**config.mk**
```make
export PLATFORM = sky130hd
export DESIGN_NAME = vote_capture
export DESIGN_NICKNAME = d
export VERILOG_FILES = /design/src/rtl/vote_capture.sv
export SDC_FILE = /design/constraint.sdc
export NUM_CORES = 1
export LEC_CHECK = 0
export BUFFER_PORTS_ARGS = -buffer_cell sky130_fd_sc_hd__clkbuf_2
export CAP_MARGIN = 0
export CORE_MARGIN = 2
export CORE_UTILIZATION = 35
export DETAILED_ROUTE_END_ITERATION = 12
export PLACE_DENSITY = 0.54
export SYNTH_ARGS = -nofsm -noshare
export SYNTH_HDL_FRONTEND = slang
export SYNTH_SLANG_ARGS = --single-unit
export TNS_END_PERCENT = 50
```
**constraint.sdc**
```tcl
create_clock -name clk -period 2.9 [get_ports clk]
set_clock_uncertainty 0.15 [all_clocks]
set_input_delay 0.58 -clock clk [delete_from_list [all_inputs] [get_ports clk]]
set_output_delay 0.58 -clock clk [all_outputs]
set_load 0.02 [all_outputs]
```
**src/rtl/vote_capture.sv**
```systemverilog
// vote_capture: front end of the voting datapath.
// Synchronises and debounces four candidate buttons, arbitrates so that one
// clean press yields exactly one vote, and keeps four saturating 8-bit tallies.
module vote_capture #(
  parameter int DEBOUNCE_CYCLES = 4,
  parameter int LOCKOUT_CYCLES  = 10
) (
  input  logic       clk,
  input  logic       reset,
  input  logic       mode,
  input  logic       button1,
  input  logic       button2,
  input  logic       button3,
  input  logic       button4,
  output logic [7:0] cand1_vote,
  output logic [7:0] cand2_vote,
  output logic [7:0] cand3_vote,
  output logic [7:0] cand4_vote,
  output logic       cand1_button_press,
  output logic       cand2_button_press,
  output logic       cand3_button_press,
  output logic       cand4_button_press,
  output logic       valid_vote_casted,
  output logic       invalid_press
);

  // Debounce counter only needs to reach DEBOUNCE_CYCLES-1; the level flips
  // on the cycle that would make it DEBOUNCE_CYCLES.
  localparam int DW = (DEBOUNCE_CYCLES > 1) ? $clog2(DEBOUNCE_CYCLES) : 1;
  localparam logic [DW-1:0] DEB_LAST = DW'(DEBOUNCE_CYCLES - 1);
  localparam logic [DW-1:0] DEB_ONE  = DW'(1);

  localparam int LW = $clog2(LOCKOUT_CYCLES + 1);
  localparam logic [LW-1:0] LOCK_INIT = LW'(LOCKOUT_CYCLES);
  localparam logic [LW-1:0] LOCK_ONE  = LW'(1);

  typedef enum logic [1:0] {
    IDLE         = 2'd0,
    LOCKOUT      = 2'd1,
    WAIT_RELEASE = 2'd2
  } state_t;

  logic [3:0]    raw;
  logic [3:0]    sync1;
  logic [3:0]    sync2;
  logic [3:0]    level;
  logic [3:0]    level_prev;
  logic [DW-1:0] deb_cnt [4];

  state_t        state;
  state_t        state_next;
  logic [LW-1:0] lock_cnt;
  logic [LW-1:0] lock_next;
  logic [7:0]    tally [4];

  logic [3:0]    press;
  logic          single_press;
  logic          others_clear;
  logic          accept;
  logic          reject;

  assign raw = {button4, button3, button2, button1};

  // Two-flop synchroniser followed by a per-button persistence debouncer.
  always_ff @(posedge clk) begin
    if (reset) begin
      sync1      <= 4'b0000;
      sync2      <= 4'b0000;
      level      <= 4'b0000;
      level_prev <= 4'b0000;
      for (int i = 0; i < 4; i++) begin
        deb_cnt[i] <= '0;
      end
    end else begin
      sync1      <= raw;
      sync2      <= sync1;
      level_prev <= level;
      for (int i = 0; i < 4; i++) begin
        if (sync2[i] != level[i]) begin
          if (deb_cnt[i] == DEB_LAST) begin
            level[i]   <= sync2[i];
            deb_cnt[i] <= '0;
          end else begin
            deb_cnt[i] <= deb_cnt[i] + DEB_ONE;
          end
        end else begin
          deb_cnt[i] <= '0;
        end
      end
    end
  end

  // A press is a debounced rising edge; a clean press is the only active button.
  assign press        = level & ~level_prev;
  assign single_press = (press != 4'b0000) && ((press & (press - 4'd1)) == 4'b0000);
  assign others_clear = ((level & ~press) == 4'b0000);

  // Arbitration FSM: next state, lockout count and accept/reject decisions.
  always_comb begin
    state_next = state;
    lock_next  = lock_cnt;
    accept     = 1'b0;
    reject     = 1'b0;
    case (state)
      IDLE: begin
        if (!mode && (press != 4'b0000)) begin
          if (single_press && others_clear) begin
            accept     = 1'b1;
            lock_next  = LOCK_INIT;
            state_next = LOCKOUT;
          end else begin
            reject     = 1'b1;
            state_next = WAIT_RELEASE;
          end
        end else begin
          state_next = IDLE;
        end
      end
      LOCKOUT: begin
        // Mode is deliberately ignored here so a lockout always completes.
        if (lock_cnt <= LOCK_ONE) begin
          lock_next  = '0;
          state_next = WAIT_RELEASE;
        end else begin
          lock_next  = lock_cnt - LOCK_ONE;
          state_next = LOCKOUT;
        end
      end
      WAIT_RELEASE: begin
        if (level == 4'b0000) begin
          state_next = IDLE;
        end else begin
          state_next = WAIT_RELEASE;
        end
      end
      default: begin
        lock_next  = '0;
        state_next = IDLE;
      end
    endcase
  end

  // FSM state, lockout counter and the registered decision pulses.
  always_ff @(posedge clk) begin
    if (reset) begin
      state             <= IDLE;
      lock_cnt          <= '0;
      valid_vote_casted <= 1'b0;
      invalid_press     <= 1'b0;
    end else begin
      state             <= state_next;
      lock_cnt          <= lock_next;
      valid_vote_casted <= accept;
      invalid_press     <= reject;
    end
  end

  // Saturating tallies; a vote at 255 is still acknowledged but not counted.
  always_ff @(posedge clk) begin
    if (reset) begin
      for (int i = 0; i < 4; i++) begin
        tally[i] <= 8'd0;
      end
    end else begin
      for (int i = 0; i < 4; i++) begin
        if (accept && press[i] && (tally[i] != 8'hFF)) begin
          tally[i] <= tally[i] + 8'd1;
        end else begin
          tally[i] <= tally[i];
        end
      end
    end
  end

  assign cand1_vote         = tally[0];
  assign cand2_vote         = tally[1];
  assign cand3_vote         = tally[2];
  assign cand4_vote         = tally[3];
  assign cand1_button_press = level[0];
  assign cand2_button_press = level[1];
  assign cand3_button_press = level[2];
  assign cand4_button_press = level[3];

endmodule

```
==> flow_summary_export.csv <==
group,metric,value,unit
synth,ys_seq_area_frac,0.557,
floorplanning,dieArea,9380,um2
synth,synth_flop_cell,"edfxtp_1",
final_layout,fin_area,3580,um2
placed_design,gp_congestion,0.722,
clocking,ctsHoldBuffers,0,
routing,antenna_left,0,
synth,synthArstFlopShare,0,
setup_path,r2r_end,"tally[3][2]",
sta,worst_pin_slew,0.561,ns
power,leakage,1.39,nW
setup_path,end_kind,"register",
global_route,grt_pass1_wl,9.54,mm
worst_hold_path,min_path_type,"register to register",
power,ir_drop,0.271,mV
sta,setup_slack,0.805,ns
power,power_density,550,nW/um2
final_layout,instances_no_fill,440,
routing,wl_per_cell,12.6,um
clocking,clockBufferDepth,2,
clocking,path_clk_slew,0.07,ns
synth,yosys_warnings,0,
synth,ys_types,44,
final_layout,diodes,0,
routing,vias,2116,
floorplanning,die_x,96.8,um
routing,drc,0,
sta,min_period,2.10,ns
clocking,htreeDepth,3,
setup_path,critPathLaunchType,"register",
global_route,antenna_found_initial,0,
floorplanning,rows,33,
sta,hold_viol_final,0,
placed_design,dpl.hpwl,3.83,mm
setup_path,critPathLaunch,"level[3]",
sta,drv_slew,0,
clocking,clk_root_buffer_cell,"clkbuf_8",
final_layout,final_nets,347,
routing,wirelength,5.54,mm
placed_design,dpl.cell_count,424,
final_layout,drive_gt1_frac,0.212,
sta,min_period_over_period,0.722,
placed_design,place_ws,0.655,ns
synth,synth_top_cell_by_area,"edfxtp_1",
setup_path,required,2.73,ns
floorplanning,start_util,0.363,
final_layout,final_cell_mix,"clkbuf_2, edfxtp_1, nor2_1",
global_route,grt_overflow,0,
setup_path,crit_path_end,"tally[3][2]",
setup_path,rrSetupSlack,0.80,ns
sta,fmax,477,MHz
final_layout,final_common_cell,"clkbuf_2",
clocking,clock_sinks,64,
setup_path,timing.rr.start,"level[3]",
floorplanning,coreArea,8300,um2
synth,synth_cells,272,
global_route,grtUsageTotal,0.122,
run,drv_cap,0,
floorplanning,ios,45,
sta,setup_viol,0,
final_layout,flow.area_growth_from_synthesis,18.7,%
setup_path,crit_type,"register to register",
global_route,first_global_vias,1999,
synth,yosys-top-cells-area,"edfxtp_1, dfxtp_1, ha_1",
placed_design,dpl_cell_area,3380,um2
clocking,post_cts_buffers,0,
clocking,cts-resized-gates,0,
sta,setup_tns,0,ns
synth,synth-edff-count,40,
synth,yosysTopAreaCellShare,0.398,
setup_path,cp.arrival,1.92,ns
placed_design,io_buffers,44,
synth,synth_seq_cells,64,
floorplanning,die_h,96.8,um
sta,slew_headroom,0.626,
synth,syn_avg_cell_area,11.1,um2
routing,drt_iter0_markers,71,
routing,viasPerCell,4.81,
routing,firstDrtPassIters,4,
global_route,grt_max_degree,31,
synth,synth_area,3020,um2
clocking,tritoncts,"built",
setup_path,r2r_cells,4,
sta,rsz0062_at_grt,"no",
clocking,clk_latency,0.33,ns
clocking,cts_made_buffers,9,
setup_path,cp_max_fo,16,
status,status,"complete, no violations",
==> registers in the layout, summed over array words and instances, names as in the netlist <==
name,cells
tally,32
deb_cnt,8
level,4
level_prev,4
lock_cnt,4
sync1,4
sync2,4
state,2
invalid_press,1
valid_vote_casted,1
==> cells in the mapped netlist (all sizes together), types with 2 or more instances <==
cell	instances
nor2b	16
nor2	33
xor2	14
mux2i	5
edfxtp	40
o21ai	14
nor3	3
inv	7
xnor2	8
ha	10
or3	13
o41ai	2
nand2b	2
nand2	11
o21bai	4
buf	2
nand3	14
nor4	8
dfxtp	24
clkbuf	6
nor3b	4
a21oi	12
and3	3
and2b	4
==> how the worst min path moves through the flow <==
| stage | slack, ns | endpoint | cells past startpoint | from |
|---|---|---|---|---|
| 3_3_place_gp | 0.27 | sync2[3] | 1 | sync1[3] |
| 3_5_place_dp | 0.27 | sync2[0] | 1 | sync1[0] |
| 2_1_floorplan | 0.26 | sync2[0] | 1 | sync1[0] |
| 5_1_grt | 0.31 | sync2[3] | 1 | sync1[3] |
| 4_1_cts | 0.29 | sync2[0] | 1 | sync1[0] |
| 6_report | 0.29 | sync2[2] | 1 | sync1[2] |
==> logic make-up (layout without fill, tap and decap cells) <==
logic type,Yosys count,in the layout,share of synthesized area
AOI/OAI and AO/OA,40,40,0.0896
buffers and inverters,15,71,0.0224
DFF,64,64,0.557
xor gates and xnor gates,22,22,0.0639
and+or+nand+nor,115,115,0.207
other,1,8,0.00124
adders and majority gates,10,10,0.0415
muxes,5,5,0.0166
==> power by group <==
| group | switching, mW | internal (mW) |
|---|---|---|
| sequential | 0.0358 | 1.01 |
| clock | 0.322 | 0.442 |
| combinational | 0.100 | 0.0603 |
==> worst max-delay path, stage by stage (launching register included) <==
cell      delay [ns]
dfxtp_1         0.47
and2b_1         0.24
o41a_1          0.16
a21bo_4         0.31
o21bai_2        0.41
==> layer usage <==
layer  up-vias  track usage  part of all wire
met5         -            0                 0
met4         0       0.0455             0.017
met3         9       0.0318             0.035
met2        34        0.183              0.43
met1       993        0.170              0.52
li1       1080            -                 -
==> layout make-up <==
type / instances / area (um2)
Tap cell: 105 / 131
Inverter: 7 / 26.3
Clock inverter: 3 / 40.0
Fill cell: 793 / 4720
Multi-Input combinational cell: 200 / 1290
Timing Repair Buffer: 48 / 250
Sequential cell: 64 / 1680
Clock buffer: 13 / 159
==> through the flow <==
step	util	hold slack (ns)	power, mW
2_1_floorplan	-	0.264	1.17
3_3_place_gp	0.408	0.269	1.23
3_5_place_dp	0.408	0.271	1.23
4_1_cts	0.432	0.287	2.00
5_1_grt	0.432	0.308	2.05
6_report	0.432	0.288	1.97
Note: power is estimated with default switching activity, not from simulation.
